$ cat src/rtl/ascii8_subslot_mapper.sv
// ASCII8 MegaROM bank mapper for one expander subslot: four 8 KB bank registers,
// one-shot write qualifier, combinational ROM decode. Optional macro: ASCII8_MIRROR_EN.
module ascii8_subslot_mapper #(
    parameter int BANK_BITS = 8
) (
    input  logic                   SLT_CLOCK,
    input  logic                   SLT_RESETn,
    input  logic                   EXT_SLTSLn,
    input  logic                   SLT_WEn,
    input  logic                   SLT_RDn,
    input  logic [15:0]            SLT_A,
    input  logic [7:0]             SLT_D,
    output logic [BANK_BITS+12:0]  ROM_A,
    output logic                   ROM_CEn,
    output logic                   ROM_OEn
);

    typedef enum logic {
        ST_IDLE = 1'b0,
        ST_HOLD = 1'b1
    } state_t;

    state_t               state_q;
    logic [BANK_BITS-1:0] bank_q [4];
    logic [BANK_BITS-1:0] wr_val;
    logic                 wr_hit;
    logic [1:0]           wr_idx;
    logic [1:0]           rd_idx;
    logic                 in_win;

    generate
        if (BANK_BITS <= 8) begin : g_narrow
            assign wr_val = SLT_D[BANK_BITS-1:0];
        end else begin : g_wide
            assign wr_val = {{(BANK_BITS-8){1'b0}}, SLT_D};
        end
    endgenerate

    // 6000h-7FFFh, each 2 KB quarter (and its mirrors) selects one bank register
    assign wr_hit = !EXT_SLTSLn && !SLT_WEn && (SLT_A[15:13] == 3'b011);
    assign wr_idx = SLT_A[12:11];

    // Pages 1/2 map to {0,A13}/{1,A13}; the mirrored pages 0/3 fall out of the same
    // expression, so bank selection never depends on whether mirroring is built in.
    assign rd_idx = {~SLT_A[14], SLT_A[13]};

`ifdef ASCII8_MIRROR_EN
    assign in_win = 1'b1;
`else
    assign in_win = SLT_A[15] ^ SLT_A[14];
`endif

    assign ROM_CEn = !(!EXT_SLTSLn && in_win);
    assign ROM_OEn = !(!ROM_CEn && !SLT_RDn && SLT_WEn);
    assign ROM_A   = {bank_q[rd_idx], SLT_A[12:0]};

    // HOLD blocks further loads until the strobe rises, so wait states commit once
    always_ff @(negedge SLT_CLOCK or negedge SLT_RESETn) begin
        if (!SLT_RESETn) begin
            state_q <= ST_IDLE;
            for (int i = 0; i < 4; i++) begin
                bank_q[i] <= '0;
            end
        end else begin
            case (state_q)
                ST_IDLE: begin
                    if (wr_hit) begin
                        bank_q[wr_idx] <= wr_val;
                        state_q        <= ST_HOLD;
                    end
                end
                ST_HOLD: begin
                    if (SLT_WEn) begin
                        state_q <= ST_IDLE;
                    end
                end
                default: state_q <= ST_IDLE;
            endcase
        end
    end

endmodule

$ cat config.mk
export PLATFORM = sky130hd
export DESIGN_NAME = ascii8_subslot_mapper
export DESIGN_NICKNAME = d
export VERILOG_FILES = /design/src/rtl/ascii8_subslot_mapper.sv
export SDC_FILE = /design/constraint.sdc
export NUM_CORES = 1
export LEC_CHECK = 0
export CAP_MARGIN = 15
export CORE_MARGIN = 4
export CORE_UTILIZATION = 41
export DETAILED_ROUTE_END_ITERATION = 8
export PLACE_DENSITY = 0.73
export SLEW_MARGIN = 20
export SYNTH_ARGS = -nofsm -noshare
export SYNTH_HDL_FRONTEND = slang
export SYNTH_SLANG_ARGS = --single-unit
$ cat constraint.sdc
create_clock -name SLT_CLOCK -period 1.4 [get_ports SLT_CLOCK]
set_input_delay 0.21 -clock SLT_CLOCK [delete_from_list [all_inputs] [get_ports SLT_CLOCK]]
set_output_delay 0.21 -clock SLT_CLOCK [all_outputs]
set_load 0.02 [all_outputs]
==> results of run 1 <==
## routing by layer
metal  vias up  share of wire, %  routed length [um]
met5         -                 0                   0
met4         0               1.1                  40
met3         5               5.4                 191
met2        24                48                1710
met1       506                45                1600
li1        435                 -                   -
## final cells by class
cell class | instances | share of cell area, %
Sequential cell | 33 | 36.4
Multi-Input combinational cell | 51 | 32.0
Inverter | 1 | 0.166
Timing Repair Buffer | 49 | 22.8
Clock buffer | 5 | 3.04
Tap cell | 48 | 2.65
Clock inverter | 3 | 2.87
## per-stage QoR
step	instances	utilization, %	TNS, ps
3_5_place_dp	175	52.4	-48470
3_3_place_gp	175	52.4	-47430
2_1_floorplan	102	-	-24260
6_report	190	60.1	-21220
5_1_grt	190	60.1	-22090
4_1_cts	187	59.1	-20900
## where the power goes
part,internal [uW],switching (uW)
clock,707,366
sequential,1090,60.5
combinational,339,206
total,2130,632
## Yosys cell counts
cell | instances | area share, %
inv_1 | 1 | 0.23
o21ai_0 | 1 | 0.30
buf_6 | 4 | 2.7
buf_4 | 13 | 5.9
mux2_2 | 24 | 16
dfrtn_1 | 33 | 50
mux2_4 | 8 | 7.3
and4bb_1 | 2 | 1.5
nand4_2 | 1 | 0.76
mux4_2 | 8 | 11
nand2b_1 | 1 | 0.38
xor2_1 | 1 | 0.53
nor2_1 | 1 | 0.23
or3b_2 | 1 | 0.53
nand2_1 | 1 | 0.23
nand4b_2 | 2 | 1.8
## timing repair
item                       4_1_cts  5_1_grt
setup endpoints to repair       45       41
resized for setup              106        4
pin swaps                        3        3
setup buffers                    4        3
gates cloned                     0        0
## critical path: cells and delay by family (launching register included)
family	cells	cell delay [ps]
buffers and inverters	1	150
DFF	1	360
muxes	1	510
## final timing paths
| check | endpoint | from | depth (start not counted) |
|---|---|---|---|
| min in group asynchronous | bank_q[12]$_DFFE_NN0P_ | SLT_RESETn | 2 |
| hold reg to reg | bank_q[7]$_DFFE_NN0P_ | bank_q[7]$_DFFE_NN0P_ | 1 |
| setup reg to reg | bank_q[24]$_DFFE_NN0P_ | state_q$_DFF_NN0_ | 4 |
| hold / removal | ROM_A[0] | SLT_A[0] | 0 |
| max in group asynchronous | bank_q[18]$_DFFE_NN0P_ | SLT_RESETn | 2 |
| setup / recovery | ROM_A[20] | bank_q[23]$_DFFE_NN0P_ | 2 |
## registers in the layout, indices dropped and copies added, names as in the netlist
register,count
state_q,1
bank_q,32
## placed cells by master (no fill, tap or decap), drive strengths merged, types with 2 or more instances in the layout
cell type and instances:
buf 34, dfrtn 33, mux2 32, clkdlybuf4s50 10, mux4 8, clkbuf 5, dlygate4sd2 4, nand4b 2
bufinv 2, and4bb 2
## cell families (layout without fill, tap and decap cells)
group	Yosys count	after routing	synth area share, %
simple gates	9	9	5.47
xor+xnor	1	1	0.532
compound gates	1	1	0.304
flops	33	33	50.2
buf+inv	18	58	8.89
mux	40	40	34.7
==> results_dict.tcl, run 1 <==
set metrics [dict create \
    crit_type "flip-flop to output pin" \
    core_area_um2 3770 \
    relSlewSlack_pct 80.2 \
    peakVddDrop_mv 1.03 \
    cp-start-kind "flip-flop" \
    fp.dieH_um 71.4 \
    syn-instance-count 102 \
    dp_slack_ps -1320 \
    synth_warnings 0 \
    drive_gt1_share_pct 62.7 \
    areaGrowthSynthToFinish_pct 37.6 \
    drcViolationCount 0 \
    postCtsHoldBufs 0 \
    fin_area_um2 2270 \
    fin_nets 170 \
    power_leakage_uw 0.00110 \
    die_area_um2 5090 \
    timing.critical_path.cells "mux4_2 -> buf_6" \
    viasPerCell 5.11 \
    max_cap_viol_count 0 \
    setup_slack_ps -819 \
    wl_per_cell_um 18.6 \
    p_per_area_nw_per_um2 1220 \
    crit_required_ps 1190 \
    use_met2_pct 24.3 \
    grt_setup_unrepaired "true" \
    cts-root-buf "clkbuf_8" \
    dp_hpwl_mm 2.35 \
    drt_iter0_markers 16 \
    io_pins 52 \
    first_pass_iters 4 \
    syn-num-nets 131 \
    cts_buffers 5 \
    grt_pass1_wl_mm 5.89 \
    grt_max_degree 34 \
    final.fill_count 264 \
    whs_ps 420 \
    crit_path_end_kind "output pin" \
    insertion_delay_ps 290 \
    crit_slowest_cell "mux4_2" \
    finClkSkew_ps 6.47 \
    path_clk_slew_ps 50 \
    die_width_um 71.4 \
    use_met1_pct 19.8 \
    use_met3_pct 5.19 \
    antenna_found_initial 0 \
    placementRows 22 \
    slew_viol_final 0 \
    grt_pass1_vias 1101 \
    gp_congestion 0.748 \
    diodes 0 \
    ys_seq_elements 33 \
    register_area_um2 826 \
    cts.sinks 33 \
    outcome "finished with violations" \
    placed_area_um2 1980 \
    hold_path.class "primary input to output pin" \
    total_power_uw 2770 \
    hold_viol_final 0 \
    vias 970 \
    synth.distinct_cells 16 \
    multiInputGateArea_um2 726 \
    cts_tree "built" \
    worstMarginPinSlew_ps 297 \
    port_buffers 29 \
    drtAntennaViolNets 0 \
    setup_viol 40 \
    clock_path_buffers 2 \
    synth_area_per_cell_um2 16.1 \
    ys_seq_area_share_pct 50.2 \
    syn-cell-area_um2 1650 \
    slowest_delay_ps 510 \
    grt_usage_pct 15.3 \
    initial_core_util_pct 43.7 \
    violations "negative setup slack" \
    worstPathArrival_ps 2010 \
    reg2reg_slack_ps -200 \
    overflow 0 \
    finalWirelength_mm 3.54 \
    h-tree-depth 2 \
    critical_path.max_fanout 2 \
    busiest_layer "met2" \
]
Note: power is estimated with default switching activity, not from simulation.
==> run 2, diff against run 1 <==
- DONT_BUFFER_PORTS: not set -> 1
- PLACE_DENSITY: 0.73 -> 0.55
==> results_dict.tcl, run 2 (synthesized netlist as in run 1, its figures left out) <==
set metrics [dict create \
    drive_gt1_share_pct 63.6 \
    grt_max_degree 34 \
    insertion_delay_ps 280 \
    setup_viol 40 \
    h-tree-depth 2 \
    outcome "finished with violations" \
    largest-register "bank_q" \
    cts.sinks 33 \
    gp_congestion 0.645 \
    grt_usage_pct 13.3 \
    cts_tree "built" \
    port_buffers 0 \
    drtAntennaViolNets 0 \
    reg_top3 "bank_q x32, state_q x1" \
    regToRegStartpoint "state_q$_DFF_NN0_" \
    fp.dieH_um 71.4 \
    final_common_cell "dfrtn_1" \
    hold_path.class "primary input to async pin" \
    hold_viol_final 0 \
    crit_path_end_kind "output pin" \
    placed_area_um2 1660 \
    areaGrowthSynthToFinish_pct 11.4 \
    dp_cells 144 \
    drt_iter0_markers 17 \
    slew_viol_final 0 \
    setup_slack_ps -692 \
    crit_type "flip-flop to output pin" \
    finalWirelength_mm 3.11 \
    peakVddDrop_mv 0.737 \
    reg2reg_depth 4 \
    clock_path_buffers 2 \
    final_cells 158 \
    cp-start-kind "flip-flop" \
    initial_core_util_pct 43.7 \
    overflow 0 \
    violations "negative setup slack" \
    wl_per_cell_um 19.7 \
    cp.buffers_inverters 0 \
    crit_required_ps 1190 \
    final_cell_mix "dfrtn_1 (33), mux2_2 (24), buf_4 (11)" \
    grt_pass1_wl_mm 5.22 \
    grt_setup_unrepaired "true" \
    critical_path.max_fanout 2 \
    placementRows 22 \
    finClkSkew_ps 1.25 \
    whs_ps 203 \
    fin_area_um2 1830 \
    dp_hpwl_mm 2.20 \
    finalSetupTns_ps -16580 \
    drcViolationCount 0 \
    first_pass_iters 3 \
    worstPathArrival_ps 1880 \
    crit_slowest_cell "mux4_2" \
    timing.critical_path.cells "mux4_2" \
    core_area_um2 3770 \
    utilization_pct 48.6 \
    largest_reg_flops 32 \
    grt_pass1_vias 1043 \
    relSlewSlack_pct 85.5 \
    fin_nets 138 \
    viasPerCell 5.23 \
    cts_buffers 5 \
    rr_endpoint "bank_q[25]$_DFFE_NN0P_" \
    vias 827 \
    cp-startpoint "bank_q[18]$_DFFE_NN0P_" \
    path_clk_slew_ps 50 \
    diodes 0 \
    critical_path.top_delay_family "multiplexers" \
    cts-root-buf "clkbuf_8" \
    die_area_um2 5090 \
    io_pins 52 \
    reg2reg_slack_ps -190 \
    die_width_um 71.4 \
    power_leakage_uw 0.000882 \
    antenna_found_initial 0 \
    slowest_delay_ps 550 \
    max_cap_viol_count 0 \
    worstMarginPinSlew_ps 218 \
    p_per_area_nw_per_um2 1190 \
]
==> run 2: changes by cell type in the layout (fill, tap and decap cells not counted), moves of 2 or more <==
cell | before | now
buf_6 | 18 | 5
clkdlybuf4s50_1 | 10 | 0
dlygate4sd2_1 | 4 | 0
mux2_2 | 21 | 24
mux2_4 | 11 | 8
buf_12 | 3 | 1
buf_2 | 2 | 0
buf_4 | 9 | 11
buf_8 | 2 | 0
bufinv_16 | 2 | 0
==> run 2: repair_timing <==
action                     in CTS  in global routing
hold buffers                    0                  0
gates resized for setup        10                  0
setup endpoints to repair      40                 40
pin swaps                       2                  1
buffers inserted                5                  1
gates cloned                    0                  0
==> run 2: power breakdown <==
group / switching, uW / internal [uW] / leakage, uW / total (uW)
logic: 121 / 220 / 0.000396 / 341
registers: 58.4 / 1090 / 0.000441 / 1150
clock network: 343 / 344 / 0.0000450 / 687
==> run 2: per-layer routing <==
| layer | wire length, um | track usage (%) |
|---|---|---|
| met4 | 59 | 5.43 |
| met2 | 1590 | 22.4 |
| met3 | 175 | 4.77 |
| met1 | 1290 | 15.1 |
| met5 | 0 | 0 |
==> run 2: per-stage QoR <==
stage	worst slack [ps]	power (uW)
final	-692	2180
after global routing	-733	2290
after CTS	-700	2200
after detailed placement	-778	1470
after global placement	-722	1460
after floorplan	-745	1470
==> run 2: how the worst max path moves through the flow <==
stage / end / slack (ps) / cells past startpoint
4_1_cts: ROM_A[19] / -700 / 1
2_1_floorplan: bank_q[24]$_DFFE_NN0P_ / -750 / 6
6_report: ROM_A[15] / -690 / 1
3_5_place_dp: bank_q[3]$_DFFE_NN0P_ / -780 / 4
3_3_place_gp: bank_q[3]$_DFFE_NN0P_ / -720 / 4
5_1_grt: ROM_A[15] / -730 / 1
==> run 2: final cells by class <==
class	instances	area, um^2
fill	331	1940
multi-input combinational	51	703
clock inverter	2	10.0
tap	48	60.1
timing repair buffer	17	159
inverter	1	3.75
clock buffer	6	72.6
sequential	33	826
